`src/rtl/shift_right_seq.sv`:
```
// Sequential lane right shifter: moves a 96-bit word down one 12-bit lane per cycle, filling the top.
// Optional build macro SHIFT_RIGHT_LANE_EXT_EN: vacated lanes replicate source lane 7 instead of the fill port.
module shift_right_seq #(
  parameter int LANE_W    = 12,
  parameter int LANES     = 8,
  parameter int MAX_SHIFT = 5,
  parameter int SHIFT_W   = 3
) (
  input  logic                      clk,
  input  logic                      rst,
  input  logic                      in_valid,
  output logic                      in_ready,
  input  logic [LANES*LANE_W-1:0]   in,
  input  logic [SHIFT_W-1:0]        shift,
  input  logic [LANE_W-1:0]         fill,
  output logic                      out_valid,
  input  logic                      out_ready,
  output logic [LANES*LANE_W-1:0]   out,
  output logic                      out_err
);

  localparam int W = LANES * LANE_W;
  localparam logic [SHIFT_W-1:0] MAX_S = SHIFT_W'(MAX_SHIFT);
  localparam logic [SHIFT_W-1:0] ONE_S = SHIFT_W'(1);

  typedef enum logic [1:0] {IDLE, SHIFT, DONE} state_t;

  state_t              state_q, state_d;
  logic [W-1:0]        data_q;
  logic [LANE_W-1:0]   fill_q;
  logic [SHIFT_W-1:0]  cnt_q;
  logic                err_q;
  logic                accept;
  logic                illegal;
  logic                no_shift;
  logic [LANE_W-1:0]   fill_src;

  assign accept   = in_valid && in_ready;
  assign illegal  = shift > MAX_S;
  assign no_shift = shift == '0;

`ifdef SHIFT_RIGHT_LANE_EXT_EN
  assign fill_src = in[W-1 -: LANE_W];
`else
  assign fill_src = fill;
`endif

  always_ff @(posedge clk) begin
    if (rst) begin
      state_q <= IDLE;
    end else begin
      state_q <= state_d;
    end
  end

  always_comb begin
    state_d = state_q;
    case (state_q)
      IDLE: begin
        if (accept) state_d = (illegal || no_shift) ? DONE : SHIFT;
      end
      SHIFT: begin
        if (cnt_q == ONE_S) state_d = DONE;
      end
      DONE: begin
        if (out_ready) state_d = IDLE;
      end
      default: state_d = IDLE;
    endcase
  end

  always_comb begin
    in_ready  = (state_q == IDLE);
    out_valid = (state_q == DONE);
    out       = data_q;
    out_err   = err_q;
  end

  // Illegal amounts skip the shift phase and report an all-zero word.
  always_ff @(posedge clk) begin
    if (rst) begin
      data_q <= '0;
      fill_q <= '0;
      cnt_q  <= '0;
      err_q  <= 1'b0;
    end else begin
      case (state_q)
        IDLE: begin
          if (accept) begin
            data_q <= illegal ? '0 : in;
            fill_q <= fill_src;
            cnt_q  <= shift;
            err_q  <= illegal;
          end
        end
        SHIFT: begin
          data_q <= {fill_q, data_q[W-1:LANE_W]};
          cnt_q  <= cnt_q - ONE_S;
        end
        DONE: begin
          if (out_ready) err_q <= 1'b0;
        end
        default: ;
      endcase
    end
  end

endmodule

```
`config.mk`:
```
export PLATFORM = sky130hd
export DESIGN_NAME = shift_right_seq
export DESIGN_NICKNAME = d
export VERILOG_FILES = /design/src/rtl/shift_right_seq.sv
export SDC_FILE = /design/constraint.sdc
export NUM_CORES = 1
export LEC_CHECK = 0
export ABC_CLOCK_PERIOD_IN_PS = 4100
export BUFFER_PORTS_ARGS = -buffer_cell sky130_fd_sc_hd__buf_2
export CORE_MARGIN = 8
export CORE_UTILIZATION = 50
export CTS_BUF_LIST = sky130_fd_sc_hd__clkbuf_4 sky130_fd_sc_hd__clkbuf_8
export DETAILED_ROUTE_END_ITERATION = 12
export GPL_TIMING_DRIVEN = 0
export PLACE_DENSITY = 0.92
export SYNTH_ARGS = -nofsm -noshare
export SYNTH_HDL_FRONTEND = slang
export SYNTH_SLANG_ARGS = --single-unit
```
`constraint.sdc`:
```
create_clock -name clk -period 4.1 [get_ports clk]
set_input_delay 0.82 -clock clk [delete_from_list [all_inputs] [get_ports clk]]
set_output_delay 0.82 -clock clk [all_outputs]
set_load 0.005 [all_outputs]
```
==> flow_summary.toml, run 1 <==
[setup_path]
crit_path_start_kind = "flip-flop"
cp.arrival_ns = 1.42
r2r_slack_ns = 2.53
r2r_cells = 5
r2r_end = "out[70]$_SDFFE_PP0P_"
r2r_start = "state_q[1]$_SDFFE_PP0P_"
path_class = "flip-flop to output pin"
worstPathMaxFanout = 10
crit_path_end_kind = "output pin"
cp.required_ns = 3.28

[cells_and_area]
drive_gt1_frac = 0.309
postLayoutCoreUtil = 0.694
final_nets = 983
final_cell_mix = "buf_2, nor2_1, dfxtp_1"
fill_cells = 774
instances_no_fill = 1009
syn_to_final_growth_pct = 34.1
layout_commonest_cell = "buf_2"

[sta]
setup_viol_count_final = 0
hold_violations = 0
max_slew_margin = 0.576
fin_ws_ns = 1.86
fin_tns_setup_ns = 0
fmax_ghz = 0.447
worstMarginPinSlew_ns = 0.637
final.setup_skew_ns = 0.0121
grt_setup_unrepaired = "false"
fin_crit_sh = 0.546
layout_min_cycle_time_ns = 2.24
slew_viol_final = 0

[global_routing]
grt_pass1_vias = 5392
grt_use_total = 0.269
grt-ovfl-total = 0
antenna_found_initial = 0
grt_pass1_wl_um = 27800
grt_start_max_net_pins = 17

[logic_synthesis]
synth.distinct_cells = 29
ys_seq_area_frac = 0.477
synthCells = 635
yosys_warnings = 0
synth_mux_area_frac = 0.00209
synth_area_um2 = 4780
synth_seq_cells = 114
synth_top_family_by_area = "simple AND/OR/NAND/NOR gates"
synth_compound_area_frac = 0.134
synth_nets = 752
syn_avg_cell_area_um2 = 7.53
synth-simple-area-share = 0.318
synth_xor_area_frac = 0
synth_fa_ha_area_frac = 0.00524

[routing]
first_iter_violations = 719
finalWirelength_um = 17900
vias = 5622
detail-route-antenna-nets = 0
viasPerCell = 5.57
drc = 0
drt_pass1_iterations = 5
wire_per_inst_um = 17.8

[power_and_ir_drop]
power.density_nw_per_um2 = 534
power_mw = 3.42
p_leak_nw = 3.13
ir_drop_v = 0.000258

[clock_tree]
cts_buffers = 17
clk_pin_slew_worst_paths_ns = 0.08
h-tree-depth = 4
cts_resized = 0
clk_path_buf_depth = 2
ctsHoldBuffers = 0
clock_latency_ns = 0.43
cts_setup_buffers = 0
cts_tree = "built"
cts-root-buf = "clkbuf_8"
clock_sinks = 114

[place]
place_ws_ns = 1.73
hpwlAfterDp_um = 13600
place_congestion = 0.915
place_inst = 976
io_buffers = 212

[job]
maxCapViolCount = 0

[die]
start_util = 0.517
die-area_um2 = 12900
die-height_um = 114
rows = 35
io_pins = 214
die_x_um = 114
core-area_um2 = 9240

[worst_hold_path]
hold_path_class = "flip-flop to flip-flop"
hold_path_end = "fill_q[2]$_SDFFE_PP0P_"
min_from = "fill_q[2]$_SDFFE_PP0P_"
hold_path_depth = 2

[outcome]
status = "finished, final reports clean"
## critical path, stage by stage, from the launching register on
cell	delay, ns
dfxtp_1	0.37
clkbuf_1	0.34
nor2b_1	0.17
buf_2	0.12
## power breakdown
part	leakage (nW)	internal (mW)	total, mW	switching (mW)
Clock	0.192	0.562	1.07	0.504
Combinational	1.99	0.372	0.903	0.531
Sequential	0.945	1.29	1.45	0.161
## metal layers
metal,vias up,GRT usage,share of wire
met5,-,0,0
met4,0,0.114,0.027
met3,43,0.0798,0.10
met2,352,0.439,0.47
met1,2554,0.322,0.40
li1,2673,-,-
## per-stage QoR
stage | hold WS, ns | cell area (um2)
2_1_floorplan | 0.437 | 4780
3_3_place_gp | 0.443 | 6000
3_5_place_dp | 0.447 | 6000
4_1_cts | 0.459 | 6410
5_1_grt | 0.482 | 6410
6_report | 0.458 | 6410
## cells by family (layout without fill, tap and decap cells)
logic type | Yosys count | count (layout)
simple gates | 331 | 331
compound gates | 123 | 123
flops | 114 | 114
buf+inv | 64 | 308
fa+ha+maj | 2 | 2
mux | 1 | 1
other cells | 0 | 1
## state kept, by name, summed over array words and instances, names as in the netlist
signal / flops
out: 96
fill_q: 12
state_q: 2
out_err: 1
cnt_q: 3
## synth_stat cells
cell type / count / area share
inv_1: 4 / 0.0031
nor2b_1: 3 / 0.0039
clkbuf_1: 33 / 0.026
mux2i_1: 1 / 0.0021
o2bb2ai_1: 1 / 0.0018
a211o_1: 1 / 0.0018
o21ba_2: 1 / 0.0021
nor3_1: 3 / 0.0031
o22ai_1: 1 / 0.0013
a211oi_1: 1 / 0.0016
and2_1: 1 / 0.0013
nand3b_1: 1 / 0.0016
ha_1: 2 / 0.0052
and3b_1: 1 / 0.0018
o311a_1: 1 / 0.0021
buf_6: 2 / 0.0047
buf_4: 5 / 0.0079
o31ai_1: 1 / 0.0016
nor4_1: 97 / 0.13
a21oi_1: 112 / 0.12
dfxtp_1: 114 / 0.48
buf_2: 20 / 0.021
nand2_1: 27 / 0.021
nand2b_1: 2 / 0.0026
or3b_1: 1 / 0.0018
nor3b_1: 1 / 0.0016
nor2_1: 194 / 0.15
o21ai_0: 3 / 0.0031
o211ai_1: 1 / 0.0016
## worst max-delay path by stage
stage,from,end,slack [ns],depth (start not counted)
global route,state_q[1]$_SDFFE_PP0P_,out_valid,1.78,3
finish,state_q[1]$_SDFFE_PP0P_,out_valid,1.86,3
global placement,rst,fill_q[5]$_SDFFE_PP0P_,1.75,4
floorplan,in_valid,fill_q[10]$_SDFFE_PP0P_,2.31,6
detailed placement,rst,fill_q[5]$_SDFFE_PP0P_,1.73,4
CTS,state_q[1]$_SDFFE_PP0P_,out_valid,1.83,3
## layout make-up
cell class                      count  area [um2]  area share
Sequential cell                   114        2280       0.356
Multi-Input combinational cell    457        2200       0.343
Timing Repair Buffer              212        1060       0.166
Buffer                             60         284      0.0443
Clock buffer                       18         248      0.0387
Tap cell                          129         161      0.0252
Clock inverter                     14         156      0.0244
Inverter                            4        15.0     0.00234
Antenna cell                        1        2.50    0.000390
(Power assumes the default switching activity.)
==> inputs of run 2 (changes only) <==
==> config.mk (replaced) <==
export PLATFORM = sky130hd
export DESIGN_NAME = shift_right_seq
export DESIGN_NICKNAME = d
export VERILOG_FILES = /design/src/rtl/shift_right_seq.sv
export SDC_FILE = /design/constraint.sdc
export NUM_CORES = 1
export LEC_CHECK = 0
export ABC_CLOCK_PERIOD_IN_PS = 1900
export BUFFER_PORTS_ARGS = -buffer_cell sky130_fd_sc_hd__buf_2
export CORE_MARGIN = 8
export CORE_UTILIZATION = 44
export CTS_BUF_LIST = sky130_fd_sc_hd__clkbuf_4 sky130_fd_sc_hd__clkbuf_8
export DETAILED_ROUTE_END_ITERATION = 12
export GPL_TIMING_DRIVEN = 0
export PLACE_DENSITY = 0.86
export SYNTH_ARGS = -nofsm -noshare
export SYNTH_HDL_FRONTEND = slang
export SYNTH_SLANG_ARGS = --single-unit
==> constraint.sdc (replaced) <==
create_clock -name clk -period 1.9 [get_ports clk]
set_input_delay 0.38 -clock clk [delete_from_list [all_inputs] [get_ports clk]]
set_output_delay 0.38 -clock clk [all_outputs]
set_load 0.005 [all_outputs]
==> run 2 against run 1 <==
Clock power rose by 130%. Sequential share of layout area fell by 0.28 points. Flip-flop and latch count did not move. Die area rose by 12%. Critical endpoint unchanged. Register-to-register slack got worse by 2.3 ns.
==> flow_summary.toml, run 2 (synthesized netlist as in run 1, its figures left out) <==
[outcome]
status = "finished, final reports clean"

[setup_path]
cpLargestDelayFamily = "buffers and inverters"
path_class = "flip-flop to output pin"
slowest_stage = "dfxtp_1"
cpPeakStageDelay_ns = 0.42
crit_path_start_kind = "flip-flop"
worstPathMaxFanout = 10
cp_num_buf_inv = 2
cp.arrival_ns = 1.39
crit_path_end_kind = "output pin"
cp.required_ns = 1.52
path_cells = "clkbuf_1 > nor2b_1 > buf_2"

[cells_and_area]
layout_commonest_cell = "buf_2"
final_cell_mix = "buf_2, nor2_1, dfxtp_1"
drive_gt1_frac = 0.311
fill_cells = 1005
diodes = 0
final_area_um2 = 6460
final_nets = 983
largest_reg_flops = 96
syn_to_final_growth_pct = 35.1
instances_no_fill = 1019

[sta]
grt_setup_unrepaired = "false"
fmax_ghz = 0.566
fin_crit_sh = 0.930
final.setup_skew_ns = 0.00743
slew_viol_final = 0
layout_min_cycle_time_ns = 1.77
fin_tns_setup_ns = 0
hold_violations = 0
max_slew_margin = 0.484
setup_viol_count_final = 0
worstMarginPinSlew_ns = 0.773

[clock_tree]
h-tree-depth = 4
clock_sinks = 114
clk_path_buf_depth = 2
cts_tree = "built"
clock_latency_ns = 0.42
ctsHoldBuffers = 0
clk_pin_slew_worst_paths_ns = 0.07
cts-root-buf = "clkbuf_8"
cts_buffers = 17

[power_and_ir_drop]
p_sw_mw = 2.54
p_leak_nw = 3.15
ir_drop_v = 0.000536
clkPwrFrac = 0.326
internal-power_mw = 5.03
power.density_nw_per_um2 = 1170
power_frac_seq = 0.415
swShare = 0.335
comb_power_share = 0.259
power_mw = 7.58

[routing]
drt_pass1_iterations = 5
first_iter_violations = 625
viasPerCell = 5.49
finalWirelength_um = 18200
vias = 5593
drc = 0
wire_per_inst_um = 17.9
detail-route-antenna-nets = 0

[job]
maxCapViolCount = 0

[die]
rows = 38
io_pins = 214
die-height_um = 120
die_x_um = 120
die-area_um2 = 14500
core-area_um2 = 10700
start_util = 0.447

[global_routing]
grt_start_max_net_pins = 17
grt_pass1_vias = 5526
grt_pass1_wl_um = 28400
grt-ovfl-total = 0
antenna_found_initial = 0
grt_use_total = 0.245

[worst_hold_path]
hold_path_class = "primary input to flip-flop"

[place]
place_inst = 987
io_buffers = 212
hpwlAfterDp_um = 13700
placed_area_um2 = 6020
place_congestion = 0.930
[run 2: changes by cell type in the layout (fill, tap and decap cells not counted), sizes merged]
cell,delta
clkinv,-4
clkbuf,+3
clkinvlp,+2
inv,-2
bufinv,+1
diode,-1
[run 2: final timing paths]
| check | startpoint | end | slack [ns] | cells past startpoint |
|---|---|---|---|---|
| setup / recovery | state_q[0]$_SDFFE_PP0P_ | out_valid | 0.13 | 3 |
| setup reg to reg | state_q[1]$_SDFFE_PP0P_ | fill_q[3]$_SDFFE_PP0P_ | 0.21 | 4 |
| hold reg to reg | fill_q[10]$_SDFFE_PP0P_ | fill_q[10]$_SDFFE_PP0P_ | 0.46 | 2 |
| hold / removal | fill[8] | fill_q[8]$_SDFFE_PP0P_ | 0.19 | 3 |
[run 2: power by group through the flow]
stage / combinational (mW) / clock (mW) / sequential, mW
floorplan: 1.09 / 0 / 3.12
global placement: 1.92 / 0 / 3.17
detailed placement: 1.95 / 0 / 3.18
CTS: 1.96 / 2.50 / 3.13
global route: 2.19 / 2.62 / 3.18
finish: 1.96 / 2.47 / 3.15
[run 2: through the flow]
stage | setup slack, ns | hold slack [ns] | util
detailed placement | -0.0612 | 0.448 | 0.562
floorplan | 0.554 | 0.437 | -
finish | 0.133 | 0.190 | 0.604
global placement | -0.0731 | 0.444 | 0.562
CTS | 0.0613 | 0.160 | 0.604
global route | 0.0103 | 0.162 | 0.604
[run 2: layout make-up]
class	instances	area [um2]	area share
clock inverters	11	153	0.0236
clock buffers	21	289	0.0448
well taps	140	175	0.0271
flip-flops and latches	114	2280	0.353
repair buffers	212	1060	0.164
plain buffers	60	285	0.0442
inverters	4	15.0	0.00232
multi-input cells	457	2200	0.340
[run 2: timing repair]
item,CTS,global route
gates resized for setup,0,2
setup endpoints to repair,0,1
buffers inserted,0,0
[run 2: worst register-to-register path: cells and delay by family (launching register included)]
kind | cells | cell delay [ns]
compound gates | 1 | 0.13
simple gates | 2 | 0.76
buf+inv | 1 | 0.39
flops | 1 | 0.35
[run 2: layer usage]
layer | GRT usage | wire length, um | up-vias
li1 | - | - | 2671
met1 | 0.289 | 7280 | 2555
met2 | 0.394 | 8390 | 324
met3 | 0.0900 | 1970 | 43
met4 | 0.109 | 573 | 0
met5 | 0 | 0 | -
